===== src/rtl/timer_switch_ctrl_if.sv =====
// Button/lamp signal bundle between the button conditioner, the timer switch and the lamp driver.
// The master side supplies the button level; the slave side (the controller) drives the lamp.
interface timer_switch_ctrl_if #(
    parameter int unsigned CW = 6
);
    logic          btn;
    logic          lamp;
    logic          warn;
    logic          manual;
    logic [CW-1:0] remaining;

    modport master (
        output btn,
        input  lamp,
        input  warn,
        input  manual,
        input  remaining
    );

    modport slave (
        input  btn,
        output lamp,
        output warn,
        output manual,
        output remaining
    );
endinterface


===== src/rtl/timer_switch_ctrl.sv =====
// Staircase-light timer switch: timed lamp with retrigger, blinking pre-off warning
// and a long-press permanent-on mode. Outputs decode registers only.
module timer_switch_ctrl #(
    parameter int unsigned PRESCALE   = 1000,
    parameter int unsigned ON_TICKS   = 60,
    parameter int unsigned WARN_TICKS = 5,
    parameter int unsigned LONG_TICKS = 3
) (
    input logic             clock,
    input logic             reset_n,
    timer_switch_ctrl_if.slave bus
);
    localparam int unsigned CW = $clog2(ON_TICKS + 1);
    localparam int unsigned PW = $clog2(PRESCALE);
    localparam int unsigned HW = $clog2(LONG_TICKS + 1);

    localparam logic [1:0] StOff    = 2'd0;
    localparam logic [1:0] StOn     = 2'd1;
    localparam logic [1:0] StWarn   = 2'd2;
    localparam logic [1:0] StManual = 2'd3;

    logic [1:0]    state_q, state_d;
    logic [CW-1:0] rem_q, rem_d, rem_dec;
    logic [PW-1:0] pc_q, pc_d;
    logic [HW-1:0] hold_q, hold_d;
    logic          blink_q, blink_d;
    logic          btn_q;
    logic          rise, run, tick, long_press;

    assign rise    = bus.btn & ~btn_q;
    assign run     = (state_q == StOn) || (state_q == StWarn);
    assign tick    = run && (pc_q == PW'(PRESCALE - 1));
    assign rem_dec = rem_q - CW'(1);
    // The tick that would bring the hold count to LONG_TICKS completes the long press.
    assign long_press = run && bus.btn && !rise && tick && (hold_q == HW'(LONG_TICKS - 1));

    always_comb begin
        pc_d = pc_q + PW'(1);
        if (rise || !run || tick) begin
            pc_d = '0;
        end
    end

    always_comb begin
        hold_d = hold_q;
        if (!bus.btn || rise) begin
            hold_d = '0;
        end else if (tick && (hold_q != HW'(LONG_TICKS))) begin
            hold_d = hold_q + HW'(1);
        end
    end

    always_comb begin
        state_d = state_q;
        rem_d   = rem_q;
        blink_d = blink_q;
        if (rise) begin
            if (state_q == StManual) begin
                state_d = StOff;
                rem_d   = '0;
            end else begin
                state_d = StOn;
                rem_d   = CW'(ON_TICKS);
            end
        end else if (long_press) begin
            state_d = StManual;
            rem_d   = '0;
        end else if (tick) begin
            rem_d = rem_dec;
            if (state_q == StOn) begin
                if (rem_dec == CW'(WARN_TICKS)) begin
                    state_d = StWarn;
                    blink_d = 1'b0;
                end
            end else begin
                blink_d = ~blink_q;
                if (rem_dec == '0) begin
                    state_d = StOff;
                end
            end
        end
    end

    // btn_q resets high so a button held through reset does not look like a press.
    always_ff @(posedge clock or negedge reset_n) begin
        if (!reset_n) begin
            state_q <= StOff;
            rem_q   <= '0;
            pc_q    <= '0;
            hold_q  <= '0;
            blink_q <= 1'b0;
            btn_q   <= 1'b1;
        end else begin
            state_q <= state_d;
            rem_q   <= rem_d;
            pc_q    <= pc_d;
            hold_q  <= hold_d;
            blink_q <= blink_d;
            btn_q   <= bus.btn;
        end
    end

    assign bus.lamp      = (state_q == StOn) || (state_q == StManual) ||
                           ((state_q == StWarn) && blink_q);
    assign bus.warn      = (state_q == StWarn);
    assign bus.manual    = (state_q == StManual);
    assign bus.remaining = rem_q;
endmodule

===== src/flat_wrapper.sv =====
// flat-port wrapper written by rule: the top's interface ports become plain ports
module timer_switch_ctrl_flat 
#(
    parameter int unsigned PRESCALE   = 1000,
    parameter int unsigned ON_TICKS   = 60,
    parameter int unsigned WARN_TICKS = 5,
    parameter int unsigned LONG_TICKS = 3
)
  (clock, reset_n, bus_btn, bus_lamp, bus_warn, bus_manual, bus_remaining);
  timer_switch_ctrl_if bus_i ();
  input logic clock;
  input logic reset_n;
  input wire logic [$bits(bus_i.btn)-1:0] bus_btn;
  output wire logic [$bits(bus_i.lamp)-1:0] bus_lamp;
  output wire logic [$bits(bus_i.warn)-1:0] bus_warn;
  output wire logic [$bits(bus_i.manual)-1:0] bus_manual;
  output wire logic [$bits(bus_i.remaining)-1:0] bus_remaining;
  assign bus_i.btn = bus_btn;
  assign bus_lamp = bus_i.lamp;
  assign bus_warn = bus_i.warn;
  assign bus_manual = bus_i.manual;
  assign bus_remaining = bus_i.remaining;
  timer_switch_ctrl #(.PRESCALE(PRESCALE), .ON_TICKS(ON_TICKS), .WARN_TICKS(WARN_TICKS), .LONG_TICKS(LONG_TICKS)) u_core (.clock(clock), .reset_n(reset_n), .bus(bus_i));
endmodule

===== config.mk =====
export PLATFORM = sky130hd
export DESIGN_NAME = timer_switch_ctrl_flat
export DESIGN_NICKNAME = d
export VERILOG_FILES = /design/src/rtl/timer_switch_ctrl_if.sv /design/src/rtl/timer_switch_ctrl.sv /design/src/flat_wrapper.sv
export SDC_FILE = /design/constraint.sdc
export NUM_CORES = 1
export LEC_CHECK = 0
export ABC_AREA = 1
export ABC_CLOCK_PERIOD_IN_PS = 3000
export BUFFER_PORTS_ARGS = -buffer_cell sky130_fd_sc_hd__buf_4
export CAP_MARGIN = 10
export CELL_PAD_IN_SITES_DETAIL_PLACEMENT = 1
export CELL_PAD_IN_SITES_GLOBAL_PLACEMENT = 1
export CORE_MARGIN = 4
export CORE_UTILIZATION = 47
export CTS_CLUSTER_SIZE = 10
export DETAILED_ROUTE_END_ITERATION = 10
export MAX_ROUTING_LAYER = met4
export PLACE_DENSITY = 0.88
export SYNTH_ARGS = -nofsm -noshare
export SYNTH_HDL_FRONTEND = slang
export SYNTH_SLANG_ARGS = --single-unit
export TNS_END_PERCENT = 5

===== constraint.sdc =====
create_clock -name clock -period 3 [get_ports clock]
set_clock_uncertainty 0.05 [all_clocks]
set_input_delay 0.45 -clock clock [delete_from_list [all_inputs] [get_ports clock]]
set_output_delay 0.45 -clock clock [all_outputs]
set_load 0.02 [all_outputs]

== Word-level counts from Yosys, hierarchy flattened ==
Index checks and enable logic that the tools add are counted.
Storage, ports and cells
  flip-flop bits (word level): 22
  logic and storage cells: 61
Operators by class
  add/sub/neg operators: 3
  equality and inequality tests: 9
  muxes and demuxes: 16
  bitwise logic cells: 5
  reductions and logical operators: 22
Operator list (number)
  $mux W6: 4
  $mux W2: 8
  $add A10 B1 Y10 const B: 1
  $eq A10 B10 Y1 const B: 1
  $mux W10: 1
  $logic_and A1 B1 Y1: 7
  $eq A2 B2 Y1 const B: 3
  $eq A6 B3 Y1 const B: 1
  $logic_not A6 Y1: 1
  $logic_or A1 B1 Y1: 6
  $sub A6 B1 Y6 const B: 1
  $ne A2 B2 Y1 const B: 2
  $ne A4 B2 Y1 const B: 1
  $not A1 Y1: 4
  $reduce_and A4 Y1: 1
  $reduce_bool A4 Y1: 1
  $logic_not A1 Y1: 3
  $mux W1: 3
  $reduce_and A3 Y1: 1
  $reduce_bool A3 Y1: 1
  $add A2 B1 Y2 const B: 1
  $eq A2 B1 Y1 const B: 1
  $reduce_bool A2 Y1: 1
  $and A1 B1 Y1: 1

== Longest topological paths before layout ==
  depth in word-level cells: 8
  depth in mapped cells: 14
  depth with buffers taken out: 14

== Worst setup path after synthesis ==
Ideal clock, no wire load.
  kind: reg2reg
  start: register u_core.rem_q[0] (netlist: u_core.bus.remaining[0])
  end: register u_core.blink_q
  arrival: 1.493 ns
  slack: 1.341 ns
  cell stages (with the launch flop): 13
  cells stage by stage: dfrtp_1 > inv_2 > ha_1 > inv_1 > nand2_1 > nand2_1 > nand2_1 > nor2_1 > nand3_1 > nand2_1 > nand4_1 > o21ai_2 > inv_1
Between the ends
  word-level cells in the longest chain between the ends: 4
Ends and longest elaborated chain
  start, declared: RTL line timer_switch_ctrl.sv:23  | logic [CW-1:0] rem_q, rem_d, rem_dec;
  start signal, assigned: RTL line timer_switch_ctrl.sv:95  | rem_q <= rem_d;
  $sub A6 B1 Y6: RTL line timer_switch_ctrl.sv:33  | assign rem_dec = rem_q - CW'(1);
  $eq A6 B3 Y1: RTL line timer_switch_ctrl.sv:71  | if (rem_dec == CW'(WARN_TICKS)) begin
  $ne A2 B2 Y1 (no source line)
  $reduce_and A4 Y1 (no source line)
  end signal, assigned: RTL line timer_switch_ctrl.sv:98  | blink_q <= blink_d;
  end, declared: RTL line timer_switch_ctrl.sv:26  | logic blink_q, blink_d;
No other way between the ends.
A chain may end at the register's enable or synchronous reset.

== Worst setup path after layout ==
  start: register u_core.state_q[1]
  end: output port bus_lamp
Between the ends
  word-level cells in the longest chain between the ends: 3
  elaborated cells on any way between the ends: 6
  those cells by class: eq/ne (3); reduce/logical (3)
Ends and longest elaborated chain
  start, declared: RTL line timer_switch_ctrl.sv:22  | logic [1:0] state_q, state_d;
  start signal, assigned: RTL line timer_switch_ctrl.sv:87  | state_q <= StOff;
  start signal, assigned: RTL line timer_switch_ctrl.sv:94  | state_q <= state_d;
  $eq A2 B1 Y1, or another cell as far along: RTL line timer_switch_ctrl.sv:103  | assign bus.lamp = (state_q == StOn) || (state_q == StManual) ||
  $logic_or A1 B1 Y1 or $logic_and A1 B1 Y1 (tied branches): RTL line timer_switch_ctrl.sv:103, timer_switch_ctrl.sv:104
  $logic_or A1 B1 Y1 (*): RTL line timer_switch_ctrl.sv:103
  end, declared: RTL line flat_wrapper.sv:14  | output wire logic [$bits(bus_i.lamp)-1:0] bus_lamp;
Every way passes the cells marked *; elsewhere a longest branch is shown, timed or not.

==> flow_summary.json <==
{
  "status": "finished clean",
  "postCtsHoldBufs": 1,
  "r2r_start": "u_core.bus.remaining[0]",
  "ff2ff_path_depth": 14,
  "rrSetupSlack_ps": 1160,
  "synth_area_leader_cell": "dfrtp_1",
  "worst_pin_slew_ps": 292,
  "start_util_pct": 49.6,
  "layout.nets": 200,
  "power_uw": 983,
  "fmax_mhz": 531,
  "die_y_microns": 62.2,
  "pin_count": 12,
  "holdCritPathClass": "in2reg",
  "startpoint_type": "flop",
  "synth_seq_cells": 22,
  "p_int_uw": 551,
  "h-tree-depth": 1,
  "tns_ps": 0,
  "yosys_warnings": 0,
  "wl_per_cell_microns": 14.9,
  "ys_dominant_reg_cell": "dfrtp_1",
  "critPathBufInv": 3,
  "postRouteAntennaNets": 0,
  "coreArea_sq_um": 2780,
  "drt_iter0_drc": 40,
  "grtUsageTotal_pct": 18.4,
  "min_to": "u_core.btn_q",
  "dpl.hpwl_microns": 2560,
  "min_period_over_period_pct": 62.7,
  "netlist_area_sq_um": 1380,
  "crit_path_frequent_cell": "inv_1",
  "criticalPathCategory": "reg2out",
  "synthTopCellsByCount": "nand2_1, dfrtp_1, inv_1, nor2_1, nand3_1",
  "first_pass_iters": 4,
  "p_per_area_nw_per_um2": 640,
  "synth_nets": 183,
  "timing.rr.end": "u_core.state_q[1]",
  "ir_drop_mv": 0.414,
  "grt_remaining_overflow": 0,
  "io_buffers": 11,
  "vias": 1170,
  "drt-total-wl_microns": 3250,
  "synth_area_leaders": "dfrtp_1, nand2_1, ha_1",
  "antenna_found_initial": 0,
  "drc": 0,
  "layout_setup_ws_ps": 1120,
  "path_cells": "inv_1 > ha_1 > inv_1 > nand2_1 > buf_4",
  "async_flop_share_pct": 100,
  "rows": 19,
  "maxCapViolations": 0,
  "synth_most_common_cell": "nand2_1",
  "grt_pass1_vias": 1319,
  "syn_to_final_growth_pct": 11.4,
  "drive_gt1_share_pct": 23.0,
  "place.gp.congestion": 0.822,
  "critical_path.top_delay_family": "flip-flops",
  "required_ps": 2500,
  "cts.path.max_buffers": 2,
  "relSlewSlack_pct": 80.5,
  "p_switching_uw": 433,
  "p_seq_share_pct": 39.1,
  "swShare_pct": 44.0,
  "final.min_clock_period_ps": 1880,
  "yosys.area.top_type_share_pct": 38.1,
  "diodes": 0,
  "seq_area_frac_synth_pct": 40.0,
  "grt_max_degree": 23,
  "yosysUniqueCellTypes": 25,
  "cts_tree": "built",
  "netlist_instances": 171,
  "clkTransAtPathRegs_ps": 120,
  "avgSynthCellArea_sq_um": 8.06,
  "die_area_sq_um": 3860,
  "cts_made_buffers": 3,
  "clkSinkCount": 22,
  "rsz0062_at_grt": "false",
  "cts_resized": 0,
  "synth_edf_count": 0,
  "min-delay-start": "bus_btn",
  "power_leakage_uw": 0.000760,
  "finalSetupViolCount": 0,
  "hold_violations": 0,
  "via_per_inst": 5.37,
  "grt_pass1_wl_microns": 5770,
  "clock_power_share_pct": 14.6,
  "clkLatencyLatePin_ps": 310,
  "die_x_microns": 62.2,
  "post-place-ws_ps": 1190,
  "holdPathStages": 1,
  "cp-startpoint": "u_core.state_q[1]",
  "p_comb_share_pct": 46.3,
  "cts_root_buf": "clkbuf_4",
  "max_stage_delay_ps": 430,
  "endpoint_kind": "output port",
  "post_cts_buffers": 0,
  "arrival_ps": 1380,
  "slowest_stage": "dfrtp_1",
  "maxSlewViolCount": 0,
  "crit_fanout": 5
}
==> cells by family (layout without fill, tap and decap cells) <==
logic type / count (synthesis) / in the layout / synth area share (%)
AND/OR/NAND/NOR: 93 / 93 / 35.9
buffers and inverters: 30 / 46 / 8.17
flip-flops: 22 / 22 / 40.0
AO/OA/AOI/OAI: 17 / 17 / 7.71
adder cells (fa/ha/maj): 9 / 9 / 8.17
==> power groups by stage <==
stage / sequential, uW / clock, uW / combinational [uW]
detailed placement: 391 / 0 / 456
finish: 385 / 144 / 455
global placement: 386 / 0 / 430
CTS: 385 / 149 / 459
global route: 394 / 160 / 510
floorplan: 402 / 0 / 298
==> stage by stage <==
step           utilization [%]  instances  cell area (sq um)  hold slack (ps)
2_1_floorplan                -        171               1380              104
3_3_place_gp              53.9        213               1500              303
3_5_place_dp              53.9        213               1500              310
4_1_cts                   55.2        218               1540              190
5_1_grt                   55.2        218               1540              186
6_report                  55.2        218               1540              202
==> per-layer routing <==
layer / vias up / wire length (microns) / global-route usage [%]
met5: - / 0 / -
met4: 0 / 85 / 7.05
li1: 579 / - / -
met1: 564 / 1390 / 19.2
met3: 10 / 78 / 2.16
met2: 17 / 1700 / 34.6
==> registers in the layout (all words and copies together) (netlist names) <==
name	cells
u_core.state_q	2
u_core.pc_q	10
u_core.bus.remaining	6
u_core.blink_q	1
u_core.hold_q	2
u_core.btn_q	1
==> how the worst max path moves through the flow <==
| stage | end | slack, ps | cells after the start |
|---|---|---|---|
| final | bus_lamp | 1120 | 5 |
| after global routing | u_core.state_q[0] | 970 | 12 |
| after CTS | bus_lamp | 1100 | 5 |
| after detailed placement | u_core.state_q[0] | 1190 | 12 |
| after global placement | u_core.state_q[0] | 1280 | 12 |
| after floorplan | u_core.blink_q | 1340 | 12 |
==> layout by cell type (no fill, tap or decap) <==
cell,n
nand2_1,36
inv_1,21
dfrtp_1,21
nor2_1,20
nand3_1,11
buf_4,11
inv_2,9
ha_1,9
nor2_4,5
nand2_2,4
a21oi_1,4
nor3b_2,4
nand4_1,4
nor3_1,3
o221ai_1,3
o21ai_1,3
clkbuf_4,3
nand2_4,2
nor2_2,2
a31oi_1,2
o21ai_0,2
nand3_4,1
o211ai_1,1
o22ai_1,1
nor4_1,1
o21ai_2,1
clkbuf_1,1
dlygate4sd3_1,1
dfstp_2,1
==> area by class of cell <==
cell class / count / area, sq um
clock buffer: 4 / 26.3
fill: 362 / 1240
inverter: 30 / 113
multi-input combinational: 119 / 714
sequential: 22 / 552
tap: 31 / 38.8
timing repair buffer: 12 / 92.6
Power figures use the tool's default switching activity.
